**src/rtl/ddr_burst_arbiter_pkg.sv**
```systemverilog
// ----------------------------------------------------------------------------
// ddr_arb_pkg
// Shared definitions for the two-client DDR burst arbiter:
//   - arb_state_e : arbiter FSM encoding (IDLE, GRANT_WR, GRANT_RD, GAP)
//   - GNT_WR/GNT_RD : one-hot grant codes (bit0 = write, bit1 = read)
//   - GAP_LEN     : idle cycles inserted after every burst before the next
//                   arbitration decision
// Optional feature macro used by the arbiter: ARB_ROUND_ROBIN_EN.
// ----------------------------------------------------------------------------
package ddr_arb_pkg;

    typedef enum logic [1:0] {
        IDLE     = 2'd0,
        GRANT_WR = 2'd1,
        GRANT_RD = 2'd2,
        GAP      = 2'd3
    } arb_state_e;

    localparam logic [1:0] GNT_NONE = 2'b00;
    localparam logic [1:0] GNT_WR   = 2'b01;
    localparam logic [1:0] GNT_RD   = 2'b10;

    localparam int         GAP_LEN   = 1;
    localparam int         GAP_CNT_W = 2;
    localparam logic [GAP_CNT_W-1:0] GAP_LAST = GAP_CNT_W'(GAP_LEN - 1);

endpackage

```
**src/rtl/ddr_burst_arbiter_arb_pick.sv**
```systemverilog
// ----------------------------------------------------------------------------
// arb_pick
// Two-way winner select for the DDR burst arbiter. Purely combinational.
// Ports:
//   init_done_i : memory calibrated; no winner while low
//   wr_req_i    : write client request
//   rd_req_i    : read client request
//   rr_ptr_i    : round-robin pointer, 1 = read favoured (write served last)
//   pick_o      : one-hot winner (GNT_WR / GNT_RD), GNT_NONE if nobody
// Configuration macro ARB_ROUND_ROBIN_EN:
//   defined   - on contention the client not served last wins
//   undefined - fixed priority, read wins so the display path never starves
// ----------------------------------------------------------------------------
module arb_pick
    import ddr_arb_pkg::*;
(
    input  logic       init_done_i,
    input  logic       wr_req_i,
    input  logic       rd_req_i,
    input  logic       rr_ptr_i,
    output logic [1:0] pick_o
);

`ifndef ARB_ROUND_ROBIN_EN
    // Fixed priority ignores the pointer; it is kept on the port so the
    // parent is identical in both builds.
    logic unused_rr_ptr;
    assign unused_rr_ptr = rr_ptr_i;
`endif

    always_comb begin
        pick_o = GNT_NONE;
        if (init_done_i) begin
`ifdef ARB_ROUND_ROBIN_EN
            if (wr_req_i && rd_req_i) begin
                pick_o = rr_ptr_i ? GNT_RD : GNT_WR;
            end else if (wr_req_i) begin
                pick_o = GNT_WR;
            end else if (rd_req_i) begin
                pick_o = GNT_RD;
            end
`else
            if (rd_req_i) begin
                pick_o = GNT_RD;
            end else if (wr_req_i) begin
                pick_o = GNT_WR;
            end
`endif
        end
    end

endmodule

```
**src/rtl/ddr_burst_arbiter.sv**
```systemverilog
// ----------------------------------------------------------------------------
// ddr_burst_arbiter
// Shares the single ddr_ctrl burst interface between the camera write client
// and the LCD read client (phy_clk domain). One burst is outstanding at a
// time; the granted client's len/addr are latched at grant and held stable
// on the memory side for the whole burst.
// Ports:
//   mem_clk, rst          : phy_clk, synchronous active-high reset
//   init_done             : no new grant while low (running burst completes)
//   wr_req/wr_len/wr_addr : write client request, held until wr_finish
//   wr_data_req/wr_data   : write data strobe (gated) / write data
//   wr_finish             : one-cycle write completion pulse
//   rd_req/rd_len/rd_addr : read client request, held until rd_finish
//   rd_data_valid/rd_data : read data valid (gated) / read data (broadcast)
//   rd_finish             : one-cycle read completion pulse
//   m_wr_* / m_rd_*       : memory-side burst interface
//   busy                  : a burst is in flight
//   grant                 : one-hot owner, bit0 = write, bit1 = read
// Configuration macro ARB_ROUND_ROBIN_EN selects round-robin instead of
// read-priority arbitration (implemented in arb_pick).
// ----------------------------------------------------------------------------
module ddr_burst_arbiter
    import ddr_arb_pkg::*;
#(
    parameter int DATA_WIDTH = 32,
    parameter int ADDR_WIDTH = 25,
    parameter int LEN_WIDTH  = 10
) (
    input  logic                  mem_clk,
    input  logic                  rst,
    input  logic                  init_done,

    input  logic                  wr_req,
    input  logic [LEN_WIDTH-1:0]  wr_len,
    input  logic [ADDR_WIDTH-1:0] wr_addr,
    output logic                  wr_data_req,
    input  logic [DATA_WIDTH-1:0] wr_data,
    output logic                  wr_finish,

    input  logic                  rd_req,
    input  logic [LEN_WIDTH-1:0]  rd_len,
    input  logic [ADDR_WIDTH-1:0] rd_addr,
    output logic                  rd_data_valid,
    output logic [DATA_WIDTH-1:0] rd_data,
    output logic                  rd_finish,

    output logic                  m_wr_req,
    output logic [LEN_WIDTH-1:0]  m_wr_len,
    output logic [ADDR_WIDTH-1:0] m_wr_addr,
    output logic [DATA_WIDTH-1:0] m_wr_data,
    input  logic                  m_wr_data_req,
    input  logic                  m_wr_finish,

    output logic                  m_rd_req,
    output logic [LEN_WIDTH-1:0]  m_rd_len,
    output logic [ADDR_WIDTH-1:0] m_rd_addr,
    input  logic                  m_rd_data_valid,
    input  logic [DATA_WIDTH-1:0] m_rd_data,
    input  logic                  m_rd_finish,

    output logic                  busy,
    output logic [1:0]            grant
);

    arb_state_e            state_q;
    logic [1:0]            grant_q;
    logic                  busy_q;
    logic                  zero_q;      // current grant is a zero-length burst
    logic                  rr_q;        // 1: write was served last, favour read
    logic                  m_wr_req_q;
    logic                  m_rd_req_q;
    logic [LEN_WIDTH-1:0]  wr_len_q;
    logic [LEN_WIDTH-1:0]  rd_len_q;
    logic [ADDR_WIDTH-1:0] wr_addr_q;
    logic [ADDR_WIDTH-1:0] rd_addr_q;
    logic [GAP_CNT_W-1:0]  gap_cnt_q;

    logic [1:0]            pick;
    logic                  wr_done;
    logic                  rd_done;

    arb_pick u_pick (
        .init_done_i (init_done),
        .wr_req_i    (wr_req),
        .rd_req_i    (rd_req),
        .rr_ptr_i    (rr_q),
        .pick_o      (pick)
    );

    // Completion is only recognised in the owning GRANT state, so stray or
    // cross-direction finish strobes never reach a client. A zero-length
    // grant completes on its own in the cycle after selection.
    assign wr_done = (state_q == GRANT_WR) && (zero_q || m_wr_finish);
    assign rd_done = (state_q == GRANT_RD) && (zero_q || m_rd_finish);

    assign wr_finish     = wr_done;
    assign rd_finish     = rd_done;
    assign wr_data_req   = m_wr_data_req   && grant_q[0] && !zero_q;
    assign rd_data_valid = m_rd_data_valid && grant_q[1] && !zero_q;

    assign m_wr_data = wr_data;
    assign rd_data   = m_rd_data;

    assign m_wr_req  = m_wr_req_q;
    assign m_wr_len  = wr_len_q;
    assign m_wr_addr = wr_addr_q;
    assign m_rd_req  = m_rd_req_q;
    assign m_rd_len  = rd_len_q;
    assign m_rd_addr = rd_addr_q;
    assign busy      = busy_q;
    assign grant     = grant_q;

    always_ff @(posedge mem_clk) begin
        if (rst) begin
            state_q    <= IDLE;
            grant_q    <= GNT_NONE;
            busy_q     <= 1'b0;
            zero_q     <= 1'b0;
            rr_q       <= 1'b0;
            m_wr_req_q <= 1'b0;
            m_rd_req_q <= 1'b0;
            wr_len_q   <= '0;
            rd_len_q   <= '0;
            wr_addr_q  <= '0;
            rd_addr_q  <= '0;
            gap_cnt_q  <= '0;
        end else begin
            case (state_q)
                IDLE: begin
                    if (pick != GNT_NONE) begin
                        grant_q <= pick;
                        busy_q  <= 1'b1;
                        rr_q    <= pick[0];
                        if (pick[0]) begin
                            wr_len_q   <= wr_len;
                            wr_addr_q  <= wr_addr;
                            zero_q     <= (wr_len == '0);
                            m_wr_req_q <= (wr_len != '0);
                            state_q    <= GRANT_WR;
                        end else begin
                            rd_len_q   <= rd_len;
                            rd_addr_q  <= rd_addr;
                            zero_q     <= (rd_len == '0);
                            m_rd_req_q <= (rd_len != '0);
                            state_q    <= GRANT_RD;
                        end
                    end
                end
                GRANT_WR: begin
                    if (wr_done) begin
                        m_wr_req_q <= 1'b0;
                        grant_q    <= GNT_NONE;
                        busy_q     <= 1'b0;
                        zero_q     <= 1'b0;
                        gap_cnt_q  <= '0;
                        state_q    <= GAP;
                    end
                end
                GRANT_RD: begin
                    if (rd_done) begin
                        m_rd_req_q <= 1'b0;
                        grant_q    <= GNT_NONE;
                        busy_q     <= 1'b0;
                        zero_q     <= 1'b0;
                        gap_cnt_q  <= '0;
                        state_q    <= GAP;
                    end
                end
                GAP: begin
                    // Gives the finished client time to drop its request
                    // before the next decision.
                    if (gap_cnt_q == GAP_LAST) begin
                        state_q <= IDLE;
                    end else begin
                        gap_cnt_q <= gap_cnt_q + 1'b1;
                    end
                end
                default: state_q <= IDLE;
            endcase
        end
    end

endmodule

```
**config.mk**
```make
export PLATFORM = sky130hd
export DESIGN_NAME = ddr_burst_arbiter
export DESIGN_NICKNAME = d
export VERILOG_FILES = /design/src/rtl/ddr_burst_arbiter_pkg.sv /design/src/rtl/ddr_burst_arbiter_arb_pick.sv /design/src/rtl/ddr_burst_arbiter.sv
export SDC_FILE = /design/constraint.sdc
export NUM_CORES = 1
export LEC_CHECK = 0
export CAP_MARGIN = 25
export CORE_MARGIN = 1.5
export CORE_UTILIZATION = 30
export CTS_CLUSTER_SIZE = 30
export DETAILED_ROUTE_END_ITERATION = 8
export PLACE_DENSITY_LB_ADDON = 0.2
export SLEW_MARGIN = 20
export SYNTH_ARGS = -nofsm -noshare
export SYNTH_HDL_FRONTEND = slang
export SYNTH_SLANG_ARGS = --single-unit
```
**constraint.sdc**
```tcl
create_clock -name mem_clk -period 2.05 [get_ports mem_clk]
set_input_delay 0.615 -clock mem_clk [delete_from_list [all_inputs] [get_ports mem_clk]]
set_output_delay 0.615 -clock mem_clk [all_outputs]
set_load 0.02 [all_outputs]
```
## Word-level counts from Yosys, hierarchy flattened

Cells that the tools add are included.

- Flip-flop bits (word level): 80
- Input bits: 143
- Output and inout port bits: 143
- Word-level logic and storage cells: 78

- $add $sub $neg: 1
- Eq/ne operators: 10
- Multiplexer cells: 28
- Bitwise gates (word level): 1
- Reductions and logical operators: 27

Operator list:

| cell | count |
|---|---|
| 2-bit two-way mux | 11 |
| 10-bit zero test | 2 |
| 4-bit AND reduction | 5 |
| 10-bit nonzero test | 2 |
| 2-bit != test, second input constant | 7 |
| 2-bit case mux with 3 select lines | 2 |
| 1-bit two-way mux | 10 |
| 2-bit case mux with 4 select lines | 1 |
| 1-bit logical AND | 6 |
| 1-bit case mux with 3 select lines | 2 |
| 3-bit AND reduction | 2 |
| 2-bit nonzero test | 3 |
| 3-bit nonzero test | 2 |
| 2-bit equality test, second input constant | 2 |
| 2-bit zero test | 2 |
| 1-bit case mux with 2 select lines | 2 |
| 2-bit by 1-bit adder with 2-bit output, second input constant | 1 |
| 2-bit by 1-bit equality test with 1-bit output, second input constant | 1 |
| 1-bit logical OR | 2 |
| 1-bit zero test | 1 |
| 1-bit NOT | 1 |

## Longest topological paths before layout

Gate-level depths: netlist of the first run.

- Word-level depth: 6
- Gate-level depth with buffers: 9

## Hierarchy

A second synthesis of the first run with hierarchy kept.

- Cells, all modules: 459
- Area, all modules: 3,668.5 µm²

By module, submodules not included:

| module | instances | cells an instance | area an instance (µm²) | sequential area each (µm²) |
|---|---|---|---|---|
| ddr_burst_arbiter | 1 | 457 | 3,652.3 | 1,621.6 |
| arb_pick | 1 | 2 | 16.3 | 0.0 |

## Worst setup path after synthesis of the first run

Ideal clock, no wire load.

- Kind: register to output
- Start point: reg state_q[1]
- End point: out wr_finish
- Arrival: 0.925 ns
- Required time: 1.435 ns
- Path slack: 0.510 ns
- Cell stages (with the launch flop): 5
- Buffers on the path: 0
- Cell sequence: dfxtp_1 -> inv_1 -> ha_1 -> inv_1 -> nor2_1

- Word-level cells in the longest chain between the ends: 2

Ends and longest elaborated chain:

| element | RTL line | source |
|---|---|---|
| start: declaration | ddr_burst_arbiter.sv:65 | `arb_state_e state_q;` |
| start signal: assignment | ddr_burst_arbiter.sv:115 | `state_q <= IDLE;` |
| start signal: assignment | ddr_burst_arbiter.sv:139 | `state_q <= GRANT_WR;` |
| start signal: assignment | ddr_burst_arbiter.sv:145 | `state_q <= GRANT_RD;` |
| 2-bit by 1-bit equality test with 1-bit output | ddr_burst_arbiter.sv:93 | `assign wr_done = (state_q == GRANT_WR) && (zero_q \|\| m_wr_finish);` |
| 1-bit logical AND | ddr_burst_arbiter.sv:93 |  |
| end: declaration | ddr_burst_arbiter.sv:38 | `output logic wr_finish,` |

Every way passes these cells.

## Worst setup path in the final report of the first run

- Start point: in m_rd_data_valid
- End point: out rd_data_valid

- Word-level cells in the longest chain between the ends: 2

Ends and longest elaborated chain:

| element | RTL line | source |
|---|---|---|
| start: declaration | ddr_burst_arbiter.sv:57 | `input logic m_rd_data_valid,` |
| 1-bit logical AND (2 in series) | ddr_burst_arbiter.sv:99 | `assign rd_data_valid = m_rd_data_valid && grant_q[1] && !zero_q;` |
| end: declaration | ddr_burst_arbiter.sv:43 | `output logic rd_data_valid,` |

Every way passes these cells.

==> impl_metrics.py, run 1 <==
metrics = {
    "layout": {
        "final_nets": 710,
        "fin_area_sq_um": 5250,
        "final_cell_mix": "clkdlybuf4s50_1, nand2_1, dfxtp_1",
        "antenna_cells": 0,
        "drive_above_1_share_pct": 8.13,
        "syn_to_final_growth_pct": 45.0,
        "final_util_pct": 45.2,
        "mostFrequentLayoutCell": "clkdlybuf4s50_1",
        "final.fill_count": 1126,
        "stdcell_count": 709,
    },
    "critical_path": {
        "critPathTopFamily": "buffers and inverters",
        "crit_chain": "clkdlybuf4s50_1, and3_1, buf_2",
        "critical_path_class": "in -> out",
        "crit_path_end_kind": "primary output",
        "crit_required_ns": 1.43,
        "worst_path_largest_cell_delay_ns": 0.46,
        "cp_max_fo": 1,
        "start_kind": "input pin",
        "crit_arrival_ns": 1.38,
        "path_buf_inv": 2,
        "cpMaxStageDelayCell": "clkdlybuf4s50_1",
    },
    "clock_tree": {
        "holdBufCountCts": 0,
        "clock-sinks": 80,
        "cts_buffers": 9,
        "ctsHtreeMaxLevel": 3,
        "cts_buffer_depth": 2,
        "cts_tree": "done",
        "clkSlewWorstSetupHoldPaths_ns": 0.06,
        "clkLatencyLatePin_ns": 0.33,
        "root_buffer": "clkbuf_16",
    },
    "timing": {
        "finalCriticalPeriod_ns": 1.99,
        "setup_slack_ns": 0.0554,
        "worstMarginPinSlew_ns": 0.402,
        "finalHoldViolCount": 0,
        "max_freq_ghz": 0.501,
        "rsz0062_at_grt": "no",
        "setup_violations": 0,
        "period_share_pct": 97.3,
        "final-max-slew-violation-count": 0,
        "slew_headroom_pct": 73.2,
        "fin_skew_ns": 0.00497,
    },
    "yosys": {
        "yosys_warnings": 0,
        "syn-num-nets": 608,
        "yosys.area.top_type_share_pct": 44.2,
        "ys_ff_latch": 80,
        "synth_area_sq_um": 3620,
        "synth_cell_types": 38,
        "synth_seq_area_share_pct": 44.2,
        "syn_area_per_cell_sq_um": 7.87,
        "synth_area_leaders": "dfxtp_1, nand2_1, buf_4",
        "synth_area_leader_cell": "dfxtp_1",
        "synthCells": 460,
    },
    "place": {
        "placed_cell_area_sq_um": 4980,
        "gp_congestion": 0.768,
        "hpwl_mm": 7.79,
        "place_inst": 694,
        "pre_cts_ws_ns": -0.404,
        "portBuffers": 157,
    },
    "grt": {
        "grt_overflow": 0,
        "grt_usage_pct": 16.3,
        "antenna_found_initial": 0,
        "grt_pass1_vias": 3267,
        "grt_max_degree": 38,
        "grt_pass1_wl_mm": 16.2,
    },
    "power": {
        "switchingPower_mw": 1.44,
        "powerDensity_nw_per_um2": 917,
        "vdd_ir_drop_max_uv": 565,
        "p_seq_share_pct": 37.2,
        "pwr-share-clk_pct": 32.5,
        "netSwitchingFraction_pct": 29.9,
        "p_int_mw": 3.37,
        "p_comb_share_pct": 30.3,
        "leakage_nw": 1.91,
    },
    "floorplan": {
        "die_w_um": 113,
        "core_area_sq_um": 11600,
        "dieArea_sq_um": 12700,
        "ios": 286,
        "start_util_pct": 31.2,
        "die_y_um": 113,
        "rows": 39,
    },
    "min_path": {
        "hold_path.class": "reg -> reg",
    },
    "job": {
        "cap_violations": 0,
    },
    "route": {
        "via_per_inst": 4.67,
        "ant_nets": 0,
        "wl_mm": 10.3,
        "drcViolationCount": 0,
        "wl_per_cell_um": 14.6,
        "drtIter0Drc": 149,
        "drtPass1Iterations": 4,
        "num_vias": 3311,
    },
    "run_status": {
        "outcome": "complete, no violations",
    },
}
-- metrics by stage --
| step | hold WS [ns] | power (mW) | setup TNS (ns) |
|---|---|---|---|
| 5_1_grt | 0.473 | 5.08 | 0 |
| 3_3_place_gp | 0.441 | 3.28 | -3.45 |
| 4_1_cts | 0.454 | 4.90 | 0 |
| 2_1_floorplan | 0.476 | 2.77 | 0 |
| 6_report | 0.452 | 4.81 | 0 |
| 3_5_place_dp | 0.446 | 3.30 | -4.41 |
-- kinds of logic after synthesis --
group	Yosys count	share of synthesized area [%]
AOI/OAI and AO/OA	92	14.1
muxes	2	0.588
DFF	80	44.2
adders and majority gates	5	1.73
buffers and inverters	96	17.7
and+or+nand+nor	185	21.7
-- flip-flops by register name, summed over array words and instances (netlist names) --
register / count
m_wr_req: 1
grant: 2
m_rd_addr: 25
gap_cnt_q: 2
m_rd_len: 10
m_wr_addr: 25
state_q: 2
busy: 1
zero_q: 1
m_rd_req: 1
m_wr_len: 10
-- area by class of cell --
| class | instances | area, sq um | area share (%) |
|---|---|---|---|
| clock buffers | 11 | 243 | 4.62 |
| clock inverters | 4 | 45.0 | 0.858 |
| inverters | 9 | 33.8 | 0.643 |
| multi-input cells | 284 | 1380 | 26.3 |
| flip-flops and latches | 80 | 1600 | 30.5 |
| well taps | 143 | 179 | 3.41 |
| repair buffers | 178 | 1770 | 33.7 |
-- synthesized netlist by cell type, drive strengths merged --
cell and instances:
nand2 146, dfxtp 80, buf 79, a21oi 74, nor2 15, inv 9
clkbuf 8, ha 5, nand3 4, nor4 4, nand2b 3, nor3b 3
o21ai 3, o32ai 3, a211oi 2, a31oi 2, and3 2, nand3b 2
nand4 2, o21a 2, or2 2, a21o 1, a311o 1, a32o 1
a41o 1, and2 1, mux2 1, mux2i 1, nand4b 1, o21bai 1
o41ai 1
-- per-layer routing --
| metal | track usage, % | vias up | routed length (um) |
|---|---|---|---|
| met5 | 0 | - | 0 |
| met4 | 8.19 | 0 | 297 |
| met3 | 7.12 | 46 | 1030 |
| met2 | 28.3 | 136 | 5000 |
| met1 | 16.7 | 1491 | 4020 |
| li1 | - | 1638 | - |
-- worst min-delay path: stages (launching register included) --
cell	delay, ns
dfxtp_1	0.30
nand2_1	0.05
a21oi_1	0.05
-- power groups by stage --
| stage | Clock, mW | Sequential, mW | Combinational, mW |
|---|---|---|---|
| 2_1_floorplan | 0 | 1.99 | 0.781 |
| 3_3_place_gp | 0 | 1.82 | 1.46 |
| 3_5_place_dp | 0 | 1.83 | 1.47 |
| 4_1_cts | 1.63 | 1.79 | 1.47 |
| 5_1_grt | 1.68 | 1.81 | 1.59 |
| 6_report | 1.56 | 1.79 | 1.46 |
-- what timing repair did --
action	CTS	global route
setup buffers	0	0
endpoints found under the setup margin	4	1
hold endpoints to repair	0	0
resized for setup	16	1
-- final timing paths --
check | startpoint | to | slack [ns] | cells after the start
setup / recovery | m_rd_data_valid | rd_data_valid | 0.06 | 3
hold / removal | m_rd_addr[3] | m_rd_addr[3] | 0.45 | 2
setup reg to reg | state_q[0] | m_wr_addr[19] | 0.28 | 7
hold reg to reg | m_rd_addr[3] | m_rd_addr[3] | 0.45 | 2
(Power assumes the default switching activity.)
==> run 2: changes to the inputs <==
Settings changed: SLEW_MARGIN 20 to default.
Clock period 2.05 ns to 1.7 ns, I/O delays scaled along.
==> run 2 against run 1 <==
Net effect: design area up 1.9%; first-iteration DRC count down 3.4%; final cell count up 1.8%; wire length up 3.3%; clock skew down 0.0026 ns.
==> impl_metrics.py, run 2 (synthesis results as in run 1) <==
metrics = {
    "run_status": {
        "outcome": "complete, no violations",
    },
    "critical_path": {
        "crit_end": "rd_finish",
        "critical_path_class": "reg -> out",
        "cpMaxStageDelayCell": "dfxtp_4",
        "cp_max_fo": 3,
        "crit_arrival_ns": 1.18,
        "timing.rr.start": "state_q[0]",
        "crit_chain": "inv_2, ha_2, o21a_1, buf_4",
        "r2r_cells": 9,
        "worst_path_largest_cell_delay_ns": 0.36,
        "rrSetupSlack_ns": 0.08,
        "start_kind": "register",
        "cp-startpoint": "state_q[0]",
        "crit-reg2reg-capture": "busy",
        "crit_path_end_kind": "primary output",
        "crit_required_ns": 1.19,
    },
    "power": {
        "powerDensity_nw_per_um2": 1120,
        "vdd_ir_drop_max_uv": 503,
        "leakage_nw": 2.33,
    },
    "place": {
        "gp_congestion": 0.742,
        "placed_cell_area_sq_um": 5070,
        "hpwl_mm": 7.82,
        "portBuffers": 157,
        "place_inst": 706,
    },
    "timing": {
        "finalHoldViolCount": 0,
        "setup_violations": 0,
        "final-max-slew-violation-count": 0,
        "worstMarginPinSlew_ns": 0.375,
        "finalCriticalPeriod_ns": 1.69,
        "rsz0062_at_grt": "yes",
        "fin_skew_ns": 0.00237,
        "period_share_pct": 99.3,
        "slew_headroom_pct": 74.8,
        "max_freq_ghz": 0.592,
    },
    "floorplan": {
        "die_y_um": 113,
        "dieArea_sq_um": 12700,
        "core_area_sq_um": 11600,
        "rows": 39,
        "ios": 286,
        "start_util_pct": 31.2,
        "die_w_um": 113,
    },
    "layout": {
        "syn_to_final_growth_pct": 47.7,
        "antenna_cells": 0,
        "fin_area_sq_um": 5350,
        "final_nets": 723,
        "stdcell_count": 722,
        "final_cell_mix": "nand2_1, dfxtp_1, dlygate4sd2_1",
        "mostFrequentLayoutCell": "nand2_1",
        "drive_above_1_share_pct": 13.0,
    },
    "grt": {
        "antenna_found_initial": 0,
        "grt_pass1_wl_mm": 16.8,
        "grt_pass1_vias": 3380,
        "grt_overflow": 0,
        "grt_usage_pct": 16.8,
        "grt_max_degree": 63,
    },
    "route": {
        "ant_nets": 0,
        "wl_per_cell_um": 14.8,
        "wl_mm": 10.7,
        "via_per_inst": 4.66,
        "drtIter0Drc": 144,
        "num_vias": 3364,
        "drcViolationCount": 0,
        "drtPass1Iterations": 4,
    },
    "clock_tree": {
        "cts_tree": "done",
        "clock-sinks": 80,
        "clkLatencyLatePin_ns": 0.33,
        "root_buffer": "clkbuf_16",
        "ctsHtreeMaxLevel": 3,
        "clkSlewWorstSetupHoldPaths_ns": 0.06,
        "cts_buffer_depth": 2,
        "cts_buffers": 9,
    },
    "min_path": {
        "hold_path.class": "reg -> reg",
    },
    "job": {
        "cap_violations": 0,
    },
}
-- run 2: cell types whose count changed in the layout (fill, tap and decap cells not counted), sizes merged --
| cell | previous run | this run |
|---|---|---|
| clkdlybuf4s50 | 152 | 73 |
| dlygate4sd2 | 0 | 78 |
| buf | 26 | 39 |
| dlymetal6s2s | 0 | 1 |
| clkinvlp | 0 | 2 |
| clkbuf | 11 | 9 |
| clkinv | 3 | 2 |
| bufinv | 1 | 2 |
-- run 2: cell type report --
| type | instances | area, sq um |
|---|---|---|
| clock buffer | 9 | 225 |
| tap | 143 | 179 |
| timing repair buffer | 191 | 1790 |
| inverter | 9 | 33.8 |
| sequential | 80 | 1610 |
| clock inverter | 6 | 85.1 |
| multi-input combinational | 284 | 1430 |
| fill | 1169 | 6270 |
-- run 2: worst max-delay path: cells and delay by family, from the launching register on --
family | cells | cell delay, ns
flops | 1 | 0.36
buf+inv | 2 | 0.19
fa+ha+maj | 1 | 0.18
compound gates | 1 | 0.12
-- run 2: timing repair --
item | 4_1_cts | 5_1_grt
hold buffers | 0 | 0
setup endpoints to repair | 105 | 21
pin swaps | 1 | 1
resized for setup | 106 | 12
setup buffers | 1 | 0
-- run 2: per-layer routing --
metal / global-route usage (%) / vias up / wire length, um
li1: - / 1668 / -
met1: 18.6 / 1507 / 4210
met2: 28.4 / 147 / 5220
met3: 6.11 / 42 / 980
met4: 8.52 / 0 / 282
met5: 0 / - / 0
-- run 2: per-stage QoR --
| step | hold WS (ns) | power, mW | setup WS [ns] | TNS [ns] | utilization [%] |
|---|---|---|---|---|---|
| floorplan | 0.476 | 3.34 | 0.177 | 0 | - |
| CTS | 0.453 | 6.03 | -0.0877 | -0.0877 | 45.7 |
| detailed placement | 0.447 | 4.07 | -0.543 | -21.29 | 43.7 |
| global placement | 0.441 | 4.03 | -0.529 | -19.26 | 43.7 |
| finish | 0.448 | 6.01 | 0.0119 | 0 | 46.0 |
| global route | 0.468 | 6.36 | -0.0380 | -0.0983 | 46.0 |
-- run 2: worst min path at each step --
stage,start,endpoint,depth (start not counted)
5_1_grt,m_wr_len[4],m_wr_len[4],2
2_1_floorplan,gap_cnt_q[1],gap_cnt_q[1],2
4_1_cts,m_wr_addr[12],m_wr_addr[12],2
3_3_place_gp,m_rd_len[6],m_rd_len[6],2
6_report,m_wr_addr[12],m_wr_addr[12],2
3_5_place_dp,m_wr_len[4],m_wr_len[4],2
-- run 2: power by group --
part | internal, mW | total, mW | switching [mW]
clock | 1.27 | 2.03 | 0.757
sequential | 2.07 | 2.17 | 0.102
combinational | 0.840 | 1.81 | 0.974
